--- src/rtl/vga_pkg.sv ---
// vga_pkg: default 640x480@60 timing, sync polarity and colour-bar constants
// shared by the VGA timing generator and its users.
package vga_pkg;

    localparam int DEF_H_ACTIVE = 640;
    localparam int DEF_H_FP     = 16;
    localparam int DEF_H_SYNC   = 96;
    localparam int DEF_H_BP     = 48;
    localparam int DEF_V_ACTIVE = 480;
    localparam int DEF_V_FP     = 10;
    localparam int DEF_V_SYNC   = 2;
    localparam int DEF_V_BP     = 33;

    localparam bit POL_NEG = 1'b0;
    localparam bit POL_POS = 1'b1;

    // {r,g,b} per bar, left to right
    localparam logic [2:0] BAR_RGB [8] = '{
        3'b111, 3'b110, 3'b011, 3'b010,
        3'b101, 3'b100, 3'b001, 3'b000
    };

    function automatic int cnt_width(input int h_total, input int v_total);
        int m;
        m = (h_total > v_total) ? h_total : v_total;
        return (m > 1) ? $clog2(m) : 1;
    endfunction

endpackage

--- src/rtl/vga_timing_gen_if.sv ---
// vga_timing_gen_if: pixel-address request side plus the aligned VGA pin bundle.
// master = timing generator, slave = renderer/pin consumer.
interface vga_timing_gen_if #(
    parameter int CNT_W   = 11,
    parameter int COLOR_W = 8
);
    logic [CNT_W-1:0]     h_addr;
    logic [CNT_W-1:0]     v_addr;
    logic                 req;
    logic                 line_start;
    logic                 frame_start;
    logic [3*COLOR_W-1:0] bits;
    logic                 hsync;
    logic                 vsync;
    logic                 valid;
    logic [COLOR_W-1:0]   vga_r;
    logic [COLOR_W-1:0]   vga_g;
    logic [COLOR_W-1:0]   vga_b;

    modport master (
        output h_addr, v_addr, req, line_start, frame_start,
        input  bits,
        output hsync, vsync, valid, vga_r, vga_g, vga_b
    );

    modport slave (
        input  h_addr, v_addr, req, line_start, frame_start,
        output bits,
        input  hsync, vsync, valid, vga_r, vga_g, vga_b
    );
endinterface

--- src/rtl/vga_delay_line.sv ---
// vga_delay_line: W-bit, D-deep enabled shift register with async reset;
// D=0 degenerates to a wire.
module vga_delay_line #(
    parameter int W = 1,
    parameter int D = 1
) (
    input  logic         clk,
    input  logic         rst,
    input  logic         en,
    input  logic [W-1:0] din,
    output logic [W-1:0] dout
);
    if (D == 0) begin : g_wire
        logic unused_ctl;
        assign unused_ctl = &{1'b0, clk, rst, en};
        assign dout = din;
    end else begin : g_pipe
        logic [W-1:0] stage [D];
        always_ff @(posedge clk or posedge rst) begin
            if (rst) begin
                for (int i = 0; i < D; i++) stage[i] <= '0;
            end else if (en) begin
                stage[0] <= din;
                for (int i = 1; i < D; i++) stage[i] <= stage[i-1];
            end
        end
        assign dout = stage[D-1];
    end
endmodule

--- src/rtl/vga_timing_gen.sv ---
// vga_timing_gen: parametrised VGA timing with early address request and
// fetch-latency-aligned sync/valid/colour. VGA_TESTPAT_EN adds colour bars.
module vga_timing_gen
    import vga_pkg::*;
#(
    parameter int H_ACTIVE = DEF_H_ACTIVE,
    parameter int H_FP     = DEF_H_FP,
    parameter int H_SYNC   = DEF_H_SYNC,
    parameter int H_BP     = DEF_H_BP,
    parameter int V_ACTIVE = DEF_V_ACTIVE,
    parameter int V_FP     = DEF_V_FP,
    parameter int V_SYNC   = DEF_V_SYNC,
    parameter int V_BP     = DEF_V_BP,
    parameter bit HS_POL   = POL_NEG,
    parameter bit VS_POL   = POL_NEG,
    parameter int PIX_LAT  = 1,
    parameter int COLOR_W  = 8,
    parameter int CNT_W    = 11
) (
    input  logic pclk,
    input  logic reset,
    input  logic en,
`ifdef VGA_TESTPAT_EN
    input  logic test_mode,
`endif
    vga_timing_gen_if.master bus
);
    localparam int H_TOTAL = H_ACTIVE + H_FP + H_SYNC + H_BP;
    localparam int V_TOTAL = V_ACTIVE + V_FP + V_SYNC + V_BP;

    localparam logic [CNT_W-1:0] HA   = CNT_W'(H_ACTIVE);
    localparam logic [CNT_W-1:0] HS0  = CNT_W'(H_ACTIVE + H_FP);
    localparam logic [CNT_W-1:0] HS1  = CNT_W'(H_ACTIVE + H_FP + H_SYNC);
    localparam logic [CNT_W-1:0] HMAX = CNT_W'(H_TOTAL - 1);
    localparam logic [CNT_W-1:0] VA   = CNT_W'(V_ACTIVE);
    localparam logic [CNT_W-1:0] VS0  = CNT_W'(V_ACTIVE + V_FP);
    localparam logic [CNT_W-1:0] VS1  = CNT_W'(V_ACTIVE + V_FP + V_SYNC);
    localparam logic [CNT_W-1:0] VMAX = CNT_W'(V_TOTAL - 1);

    logic [CNT_W-1:0] x, y;
    logic             act, hs_dec, vs_dec;
    logic [CNT_W-1:0] h_q, v_q;
    logic             req_q, ls_q, fs_q, hs_q, vs_q;

    always_ff @(posedge pclk or posedge reset) begin
        if (reset) begin
            x <= '0;
            y <= '0;
        end else if (en) begin
            if (x == HMAX) begin
                x <= '0;
                y <= (y == VMAX) ? '0 : y + 1'b1;
            end else begin
                x <= x + 1'b1;
            end
        end
    end

    assign act    = (x < HA) && (y < VA);
    assign hs_dec = (x >= HS0) && (x < HS1);
    assign vs_dec = (y >= VS0) && (y < VS1);

    always_ff @(posedge pclk or posedge reset) begin
        if (reset) begin
            req_q <= 1'b0;
            ls_q  <= 1'b0;
            fs_q  <= 1'b0;
            hs_q  <= 1'b0;
            vs_q  <= 1'b0;
            h_q   <= '0;
            v_q   <= '0;
        end else if (en) begin
            req_q <= act;
            ls_q  <= (x == '0);
            fs_q  <= (x == '0) && (y == '0);
            hs_q  <= hs_dec;
            vs_q  <= vs_dec;
            h_q   <= act ? x : '0;
            v_q   <= act ? y : '0;
        end
    end

    assign bus.h_addr      = h_q;
    assign bus.v_addr      = v_q;
    assign bus.req         = req_q;
    assign bus.line_start  = ls_q;
    assign bus.frame_start = fs_q;

`ifdef VGA_TESTPAT_EN
    localparam int DW = 3 + CNT_W;
    localparam logic [CNT_W-1:0] BAR_W = CNT_W'(H_ACTIVE / 8);
    logic [DW-1:0]    d_in, d_out;
    logic [CNT_W-1:0] d_col;
    logic [2:0]       bar;
    assign d_in  = {req_q, hs_q, vs_q, h_q};
    assign d_col = d_out[CNT_W-1:0];
    assign bar   = BAR_RGB[3'(d_col / BAR_W)];
`else
    localparam int DW = 3;
    logic [DW-1:0] d_in, d_out;
    assign d_in = {req_q, hs_q, vs_q};
`endif

    vga_delay_line #(.W(DW), .D(PIX_LAT)) u_dly (
        .clk  (pclk),
        .rst  (reset),
        .en   (en),
        .din  (d_in),
        .dout (d_out)
    );

    logic                 d_req, d_hs, d_vs;
    logic [3*COLOR_W-1:0] pix;
    assign d_req = d_out[DW-1];
    assign d_hs  = d_out[DW-2];
    assign d_vs  = d_out[DW-3];

    always_comb begin
        pix = bus.bits;
`ifdef VGA_TESTPAT_EN
        if (test_mode) begin
            pix = {{COLOR_W{bar[2]}}, {COLOR_W{bar[1]}}, {COLOR_W{bar[0]}}};
        end
`endif
    end

    // sync idles at the inverse of its active level
    always_ff @(posedge pclk or posedge reset) begin
        if (reset) begin
            bus.valid <= 1'b0;
            bus.hsync <= ~HS_POL;
            bus.vsync <= ~VS_POL;
            {bus.vga_r, bus.vga_g, bus.vga_b} <= '0;
        end else if (en) begin
            bus.valid <= d_req;
            bus.hsync <= d_hs ? HS_POL : ~HS_POL;
            bus.vsync <= d_vs ? VS_POL : ~VS_POL;
            {bus.vga_r, bus.vga_g, bus.vga_b} <= d_req ? pix : '0;
        end
    end
endmodule
--- src/flat_wrapper.sv ---
// flat-port wrapper written by rule: the top's interface ports become plain ports
module vga_timing_gen_flat import vga_pkg::*;
#(
    parameter int H_ACTIVE = DEF_H_ACTIVE,
    parameter int H_FP     = DEF_H_FP,
    parameter int H_SYNC   = DEF_H_SYNC,
    parameter int H_BP     = DEF_H_BP,
    parameter int V_ACTIVE = DEF_V_ACTIVE,
    parameter int V_FP     = DEF_V_FP,
    parameter int V_SYNC   = DEF_V_SYNC,
    parameter int V_BP     = DEF_V_BP,
    parameter bit HS_POL   = POL_NEG,
    parameter bit VS_POL   = POL_NEG,
    parameter int PIX_LAT  = 1,
    parameter int COLOR_W  = 8,
    parameter int CNT_W    = 11
)
  (pclk, reset, en, bus_h_addr, bus_v_addr, bus_req, bus_line_start, bus_frame_start, bus_bits, bus_hsync, bus_vsync, bus_valid, bus_vga_r, bus_vga_g, bus_vga_b);
  vga_timing_gen_if #(.CNT_W(CNT_W), .COLOR_W(COLOR_W)) bus_i ();
  input  logic pclk;
  input  logic reset;
  input  logic en;
  output wire logic [$bits(bus_i.h_addr)-1:0] bus_h_addr;
  output wire logic [$bits(bus_i.v_addr)-1:0] bus_v_addr;
  output wire logic [$bits(bus_i.req)-1:0] bus_req;
  output wire logic [$bits(bus_i.line_start)-1:0] bus_line_start;
  output wire logic [$bits(bus_i.frame_start)-1:0] bus_frame_start;
  input wire logic [$bits(bus_i.bits)-1:0] bus_bits;
  output wire logic [$bits(bus_i.hsync)-1:0] bus_hsync;
  output wire logic [$bits(bus_i.vsync)-1:0] bus_vsync;
  output wire logic [$bits(bus_i.valid)-1:0] bus_valid;
  output wire logic [$bits(bus_i.vga_r)-1:0] bus_vga_r;
  output wire logic [$bits(bus_i.vga_g)-1:0] bus_vga_g;
  output wire logic [$bits(bus_i.vga_b)-1:0] bus_vga_b;
  assign bus_h_addr = bus_i.h_addr;
  assign bus_v_addr = bus_i.v_addr;
  assign bus_req = bus_i.req;
  assign bus_line_start = bus_i.line_start;
  assign bus_frame_start = bus_i.frame_start;
  assign bus_i.bits = bus_bits;
  assign bus_hsync = bus_i.hsync;
  assign bus_vsync = bus_i.vsync;
  assign bus_valid = bus_i.valid;
  assign bus_vga_r = bus_i.vga_r;
  assign bus_vga_g = bus_i.vga_g;
  assign bus_vga_b = bus_i.vga_b;
  vga_timing_gen #(.H_ACTIVE(H_ACTIVE), .H_FP(H_FP), .H_SYNC(H_SYNC), .H_BP(H_BP), .V_ACTIVE(V_ACTIVE), .V_FP(V_FP), .V_SYNC(V_SYNC), .V_BP(V_BP), .HS_POL(HS_POL), .VS_POL(VS_POL), .PIX_LAT(PIX_LAT), .COLOR_W(COLOR_W), .CNT_W(CNT_W)) u_core (.pclk(pclk), .reset(reset), .en(en), .bus(bus_i));
endmodule
--- config.mk ---
export PLATFORM = sky130hd
export DESIGN_NAME = vga_timing_gen_flat
export DESIGN_NICKNAME = d
export VERILOG_FILES = /design/src/rtl/vga_pkg.sv /design/src/rtl/vga_timing_gen_if.sv /design/src/rtl/vga_delay_line.sv /design/src/rtl/vga_timing_gen.sv /design/src/flat_wrapper.sv
export SDC_FILE = /design/constraint.sdc
export NUM_CORES = 1
export LEC_CHECK = 0
export BUFFER_PORTS_ARGS = -buffer_cell sky130_fd_sc_hd__buf_2
export CORE_ASPECT_RATIO = 0.9
export CORE_MARGIN = 8
export CORE_UTILIZATION = 40
export CTS_CLUSTER_SIZE = 8
export DETAILED_ROUTE_END_ITERATION = 10
export GPL_TIMING_DRIVEN = 0
export PLACE_DENSITY = 0.69
export SETUP_SLACK_MARGIN = 0.05
export SLEW_MARGIN = 20
export SYNTH_ARGS = -nofsm -noshare
export SYNTH_HDL_FRONTEND = slang
export SYNTH_SLANG_ARGS = --single-unit
--- constraint.sdc ---
create_clock -name pclk -period 4.6 [get_ports pclk]
set_clock_uncertainty 0.1 [all_clocks]
set_input_delay 0.46 -clock pclk [delete_from_list [all_inputs] [get_ports pclk]]
set_output_delay 0.46 -clock pclk [all_outputs]
set_load 0.01 [all_outputs]
---- Word level (Yosys, flattened, before mapping) ----
Index checks and enable logic that the tools add are counted.
storage, ports and cells
  bits in registers ....................... 79
  output and inout port bits .............. 52
cells by class
  $lt $le $gt $ge ......................... 6
  reductions and logical operators ........ 7
  muxes and demuxes ....................... 7
  equal/unequal tests ..................... 2
  add/subtract/negate cells ............... 2
operators with widths
  cell                                                                 count
  2-to-1 mux 11 bit                                                    4
  2-to-1 mux 24 bit                                                    1
  adder 11 x 1 -> 11 bit, second input constant                        2
  equality test 11 x 10 -> 1 bit, second input constant                2
  logical NOT 11 bit                                                   2
  < comparator 11 x 10 -> 1 bit, second input constant                 2
  < comparator 11 x 9 -> 1 bit, second input constant                  2
  greater-or-equal comparator 11 x 10 -> 1 bit, second input constant  1
  greater-or-equal comparator 11 x 9 -> 1 bit, second input constant   1
  logical AND 1 bit                                                    4
  2-to-1 mux 1 bit                                                     2
  AND reduction 2 bit                                                  1

---- Depth between registers and ports, before layout ----
  depth in word-level cells ............... 3
  gate-level depth with buffers ........... 6
  mapped depth without buffers ............ 6

---- Cells and area by module ----
From an unflattened synthesis, not the netlist that was laid out.
second synthesis, totals
  cell total of the unflattened synthesis .. 267
  area, all modules ....................... 3,275.6 um2
modules (own cells, without submodules)
  module          times used  area each (um2)  cells an instance
  vga_timing_gen  1           3,163.0          260
  vga_delay_line  1           112.6            7

---- Worst setup path before layout ----
OpenSTA, ideal clock, no wires.
  kind .................................... input -> register
  start point ............................. input en
  end point ............................... register u_core.y[7]
  cell stages on the path ................. 6
  setup slack ............................. 2,551 ps
  library setup time ...................... 79 ps
  arrival time ............................ 1,870 ps
  data required time ...................... 4,421 ps
  path buffers ............................ 2
  cells stage by stage .................... clkbuf_1 nand4_2 or4_1 buf_2 nor3_2 xor2_1
between the ends
  cells in the longest elaborated chain, start to end .. 1
RTL lines
  what                           RTL line              text
  start: declaration             flat_wrapper.sv:22    input logic en;
  AND reduction 2 bit (no line)  --
  end signal: assignment         vga_timing_gen.sv:52  y <= (y == VMAX) ? '0 : y + 1'b1;
  end: declaration               vga_timing_gen.sv:40  logic [CNT_W-1:0] x, y;
No other way between the ends.
A chain may end at the register's enable or synchronous reset.

---- Final worst setup path ----
  start point ............................. register u_core.x[3]
  end point ............................... register u_core.y[10]
between the ends
  cells in the longest elaborated chain, start to end .. 2
RTL lines
  what                            RTL line              text
  start: declaration              vga_timing_gen.sv:40
  start signal: assignment        vga_timing_gen.sv:54  x <= x + 1'b1;
  equality test 11 x 10 -> 1 bit  vga_timing_gen.sv:50  if (x == HMAX) begin
  AND reduction 2 bit (no line)   --
No other way between the ends.

==> summary.md <==
| Metric | Value |
|---|---|
| Status | `completed` |
| Dominant synthesized flop cell | `dfrtp_1` |
| Post-synthesis register bit count | `79` |
| Synth async-reset ratio | `100%` |
| Antenna violations before repair | `0` |
| 1st-iter DRT viols | `182` |
| Critical R2R Launch | `u_core.x[3]$_DFFE_PP0P_` |
| Tightest Pin Transition | `~670 ps` |
| Register area share after synthesis | `about three fifths` |
| Max FO, Critical Path | `8` |
| Fill cells | `720` |
| Clock transition at path regs | `90 ps` |
| Clock Path Buffers | `2` |
| CP Capture Type | `flop` |
| Ports | `79` |
| Max-Cap Viols | `0` |
| Detail-routed via count per cell | `5.27` |
| CP Launch Type | `flop` |
| Vias | `2383` |
| R2R Path End | `u_core.y[10]$_DFFE_PP0P_` |
| CP Launch Point | `u_core.x[3]$_DFFE_PP0P_` |
| Count leader, synth | `dfrtp_1` |
| Dpl hpwl | `around 5.2 mm` |
| Worst slew margin | `between 50 and 60%` |
| First-pass GRT wire length | `12.2 mm` |
| Placed Area | `between 3000 and 4000 µm²` |
| Post-Syn Nets | `290` |
| Hold_buf cts | `0` |
| Reg2reg path depth | `6` |
| CTS root buf | `clkbuf_8` |
| Width of the die | `approximately 110 µm` |
| Max-slew violation count | `0` |
| Rows | `31` |
| Die Ht | `slightly above 100 µm` |
| RSZ-0062 raised after global routing | `false` |
| Num Clock Sinks | `slightly below 80` |
| Final setup fails | `0` |
| Routed Antenna Nets | `0` |
| Crit Path Class | `flop to flop` |
| Crit path DAT | `roughly 2400 ps` |
| Synth top area cells | `dfrtp_1, a22o_1, nand2_1` |
| CTS tree | `done` |
| Vias in the first global route | `about 2400` |
| Fraction of layout cells with a size suffix above 1 | `30.3%` |
| WL/cell | `~16 µm` |
| Synth top area share | `60.3%` |
| Cell area after synthesis | `3200 µm²` |
| Antenna cell count | `0` |
| Synth-to-layout area growth | `22.8%` |
| Peak VDD IR | `approximately 0.16 mV` |
| Register cell area after layout | `1980 µm²` |
| Synth cell types | `41` |
| Synth Instances | `259` |
| Drt total wl | `7.36 mm` |
| Post-Syn Area per Cell | `12.3 µm²` |
| Final instance area | `about 3900 µm²` |
| Final #Nets | `379` |
| Setup WS post-layout | `2400 ps` |
| Total gr overflow | `0` |
| Critical Path Sink | `u_core.y[10]$_DFFE_PP0P_` |
| Worst-skew pair later-pin latency | `approximately 360 ps` |
| Part of the cycle the worst path needs | `47.7%` |
| Drc violations | `0` |
| Post-synth top cells | `dfrtp_1, a22o_1, nand2_1, clkbuf_1, nor2_1` |
| Postcts setup bufs | `0` |
| Post-placement setup slack | `~2300 ps` |
| HP Class | `primary input to asynchronous set/reset pin` |
| TNS Setup | `0 ps` |
| # H-tree levels | `3` |
| Pin count of the biggest net entering global routing | `41` |
| Achievable Freq | `0.455 GHz` |
| Total die area | `around 11000 µm²` |
| Pwr/cell area | `roughly 420 nW/µm²` |
| CTS Buf Count | `9` |
| First-pass detailed-route iteration total | `4` |
| Largest area contributor in the netlist | `dfrtp_1` |
| Final estimated routing congestion in global placement | `between 0.8 and 0.9` |
| Critical path data required time | `4770 ps` |
| Cts repair resizes | `0` |
| GRT Util Overall | `14.0%` |
| Starting Density | `between 40% and 50%` |
| Footprint of the multi-input gates | `roughly 1100 µm²` |
| I/O Buffers | `between 70 and 80` |
| Hold Violations, Final | `0` |
| Post-synth EDFFs | `0` |
| Synth warnings | `0` |
| Placeable Area | `7910 µm²` |
| Tmin final | `between 2000 and 2500 ps` |
| LEAKAGE | `a little under 2 nW` |
| Flop2flop setup slack | `approximately 2400 ps` |
-- cell type report --
| cell class | instances | area share (%) |
|---|---|---|
| repair buffers | 78 | 10.3 |
| clock buffers | 10 | 3.25 |
| well taps | 99 | 3.16 |
| plain buffers | 17 | 1.72 |
| clock inverters | 6 | 1.79 |
| flip-flops and latches | 79 | 50.4 |
| inverters | 10 | 1.02 |
| multi-input cells | 153 | 28.3 |
-- how the worst min path moves through the flow --
stage / startpoint / endpoint / slack [ps] / cells after the start
2_1_floorplan: u_core.u_dly.dout[1]$_DFFE_PP0P_ / u_core.bus.hsync$_DFFE_PP1P_ / 290 / 1
3_3_place_gp: u_core.u_dly.dout[0]$_DFFE_PP0P_ / u_core.bus.vsync$_DFFE_PP1P_ / 300 / 1
6_report: reset / u_core.bus.vga_r[2]$_DFFE_PP0P_ / 30 / 2
3_5_place_dp: u_core.u_dly.dout[0]$_DFFE_PP0P_ / u_core.bus.vsync$_DFFE_PP1P_ / 330 / 1
5_1_grt: reset / u_core.bus.v_addr[3]$_DFFE_PP0P_ / 70 / 2
4_1_cts: reset / u_core.bus.vga_r[0]$_DFFE_PP0P_ / 40 / 2
-- stage by stage --
stage / util [%] / power, mW / hold WS, ps / std cells
5_1_grt: 49.6 / 1.74 / 65.0 / 452
3_3_place_gp: 46.8 / 1.14 / 301 / 435
3_5_place_dp: 47.1 / 1.15 / 327 / 436
2_1_floorplan: - / 1.03 / 287 / 259
4_1_cts: 49.6 / 1.66 / 44.7 / 452
6_report: 49.6 / 1.64 / 32.5 / 452
-- per-layer routing --
| metal | routed length (µm) | track usage (%) |
|---|---|---|
| met1 | 3320 | 18.7 |
| met2 | 3290 | 20.9 |
| met3 | 614 | 3.01 |
| met4 | 134 | 6.76 |
| met5 | 0 | 0 |
-- report_power, final --
group	internal, mW	leakage (nW)	switching (mW)
clock network	0.253	0.0891	0.258
registers	0.778	1.01	0.0699
logic	0.132	0.872	0.148
total	1.16	1.97	0.476
-- critical path: stages, from the launching register on --
cell and delay, ps:
dfrtp_1 330, clkbuf_1 290, nand4_2 280, or4_1 560
buf_2 200, nor3_2 210, xor2_1 170
-- placed cells by master, fill, tap and decap left out, drive strengths merged, types with 2 or more instances in the layout --
cell type and n:
buf 81, dfrtp 77, a22o 43, clkbuf 24, nand2 17, nor2 10, inv 10, o21ai 9
xnor2 7, nand3 7, xor2 6, nor3 6, and3 5, nand4 5, mux2 4, ha 4
nor2b 3, clkinvlp 3, and2 2, mux2i 2, and4 2, a21oi 2, nor4b 2, a31oi 2
a21o 2, dfstp 2, clkinv 2, nor4 2
-- sequential cells by signal (all words and copies together) (netlist names) --
name / cells
u_core.bus.h_addr: 11
u_core.bus.v_addr: 11
u_core.x: 11
u_core.y: 11
u_core.bus.vga_b: 8
u_core.bus.vga_g: 8
u_core.bus.vga_r: 8
u_core.u_dly.dout: 3
u_core.bus.frame_start: 1
u_core.bus.hsync: 1
u_core.bus.line_start: 1
u_core.bus.req: 1
u_core.bus.valid: 1
u_core.bus.vsync: 1
u_core.hs_q: 1
u_core.vs_q: 1
-- cells by family after synthesis --
kind of cell               Yosys count  share of synthesized area [%]
buffers and inverters               27                           3.29
adders and majority gates            4                           1.57
and+or+nand+nor                     66                           11.7
DFF                                 79                           61.9
muxes                                6                           2.04
xor gates and xnor gates            13                           3.56
AOI/OAI and AO/OA                   64                           15.9
No activity file was read; power rests on OpenSTA's default activity.
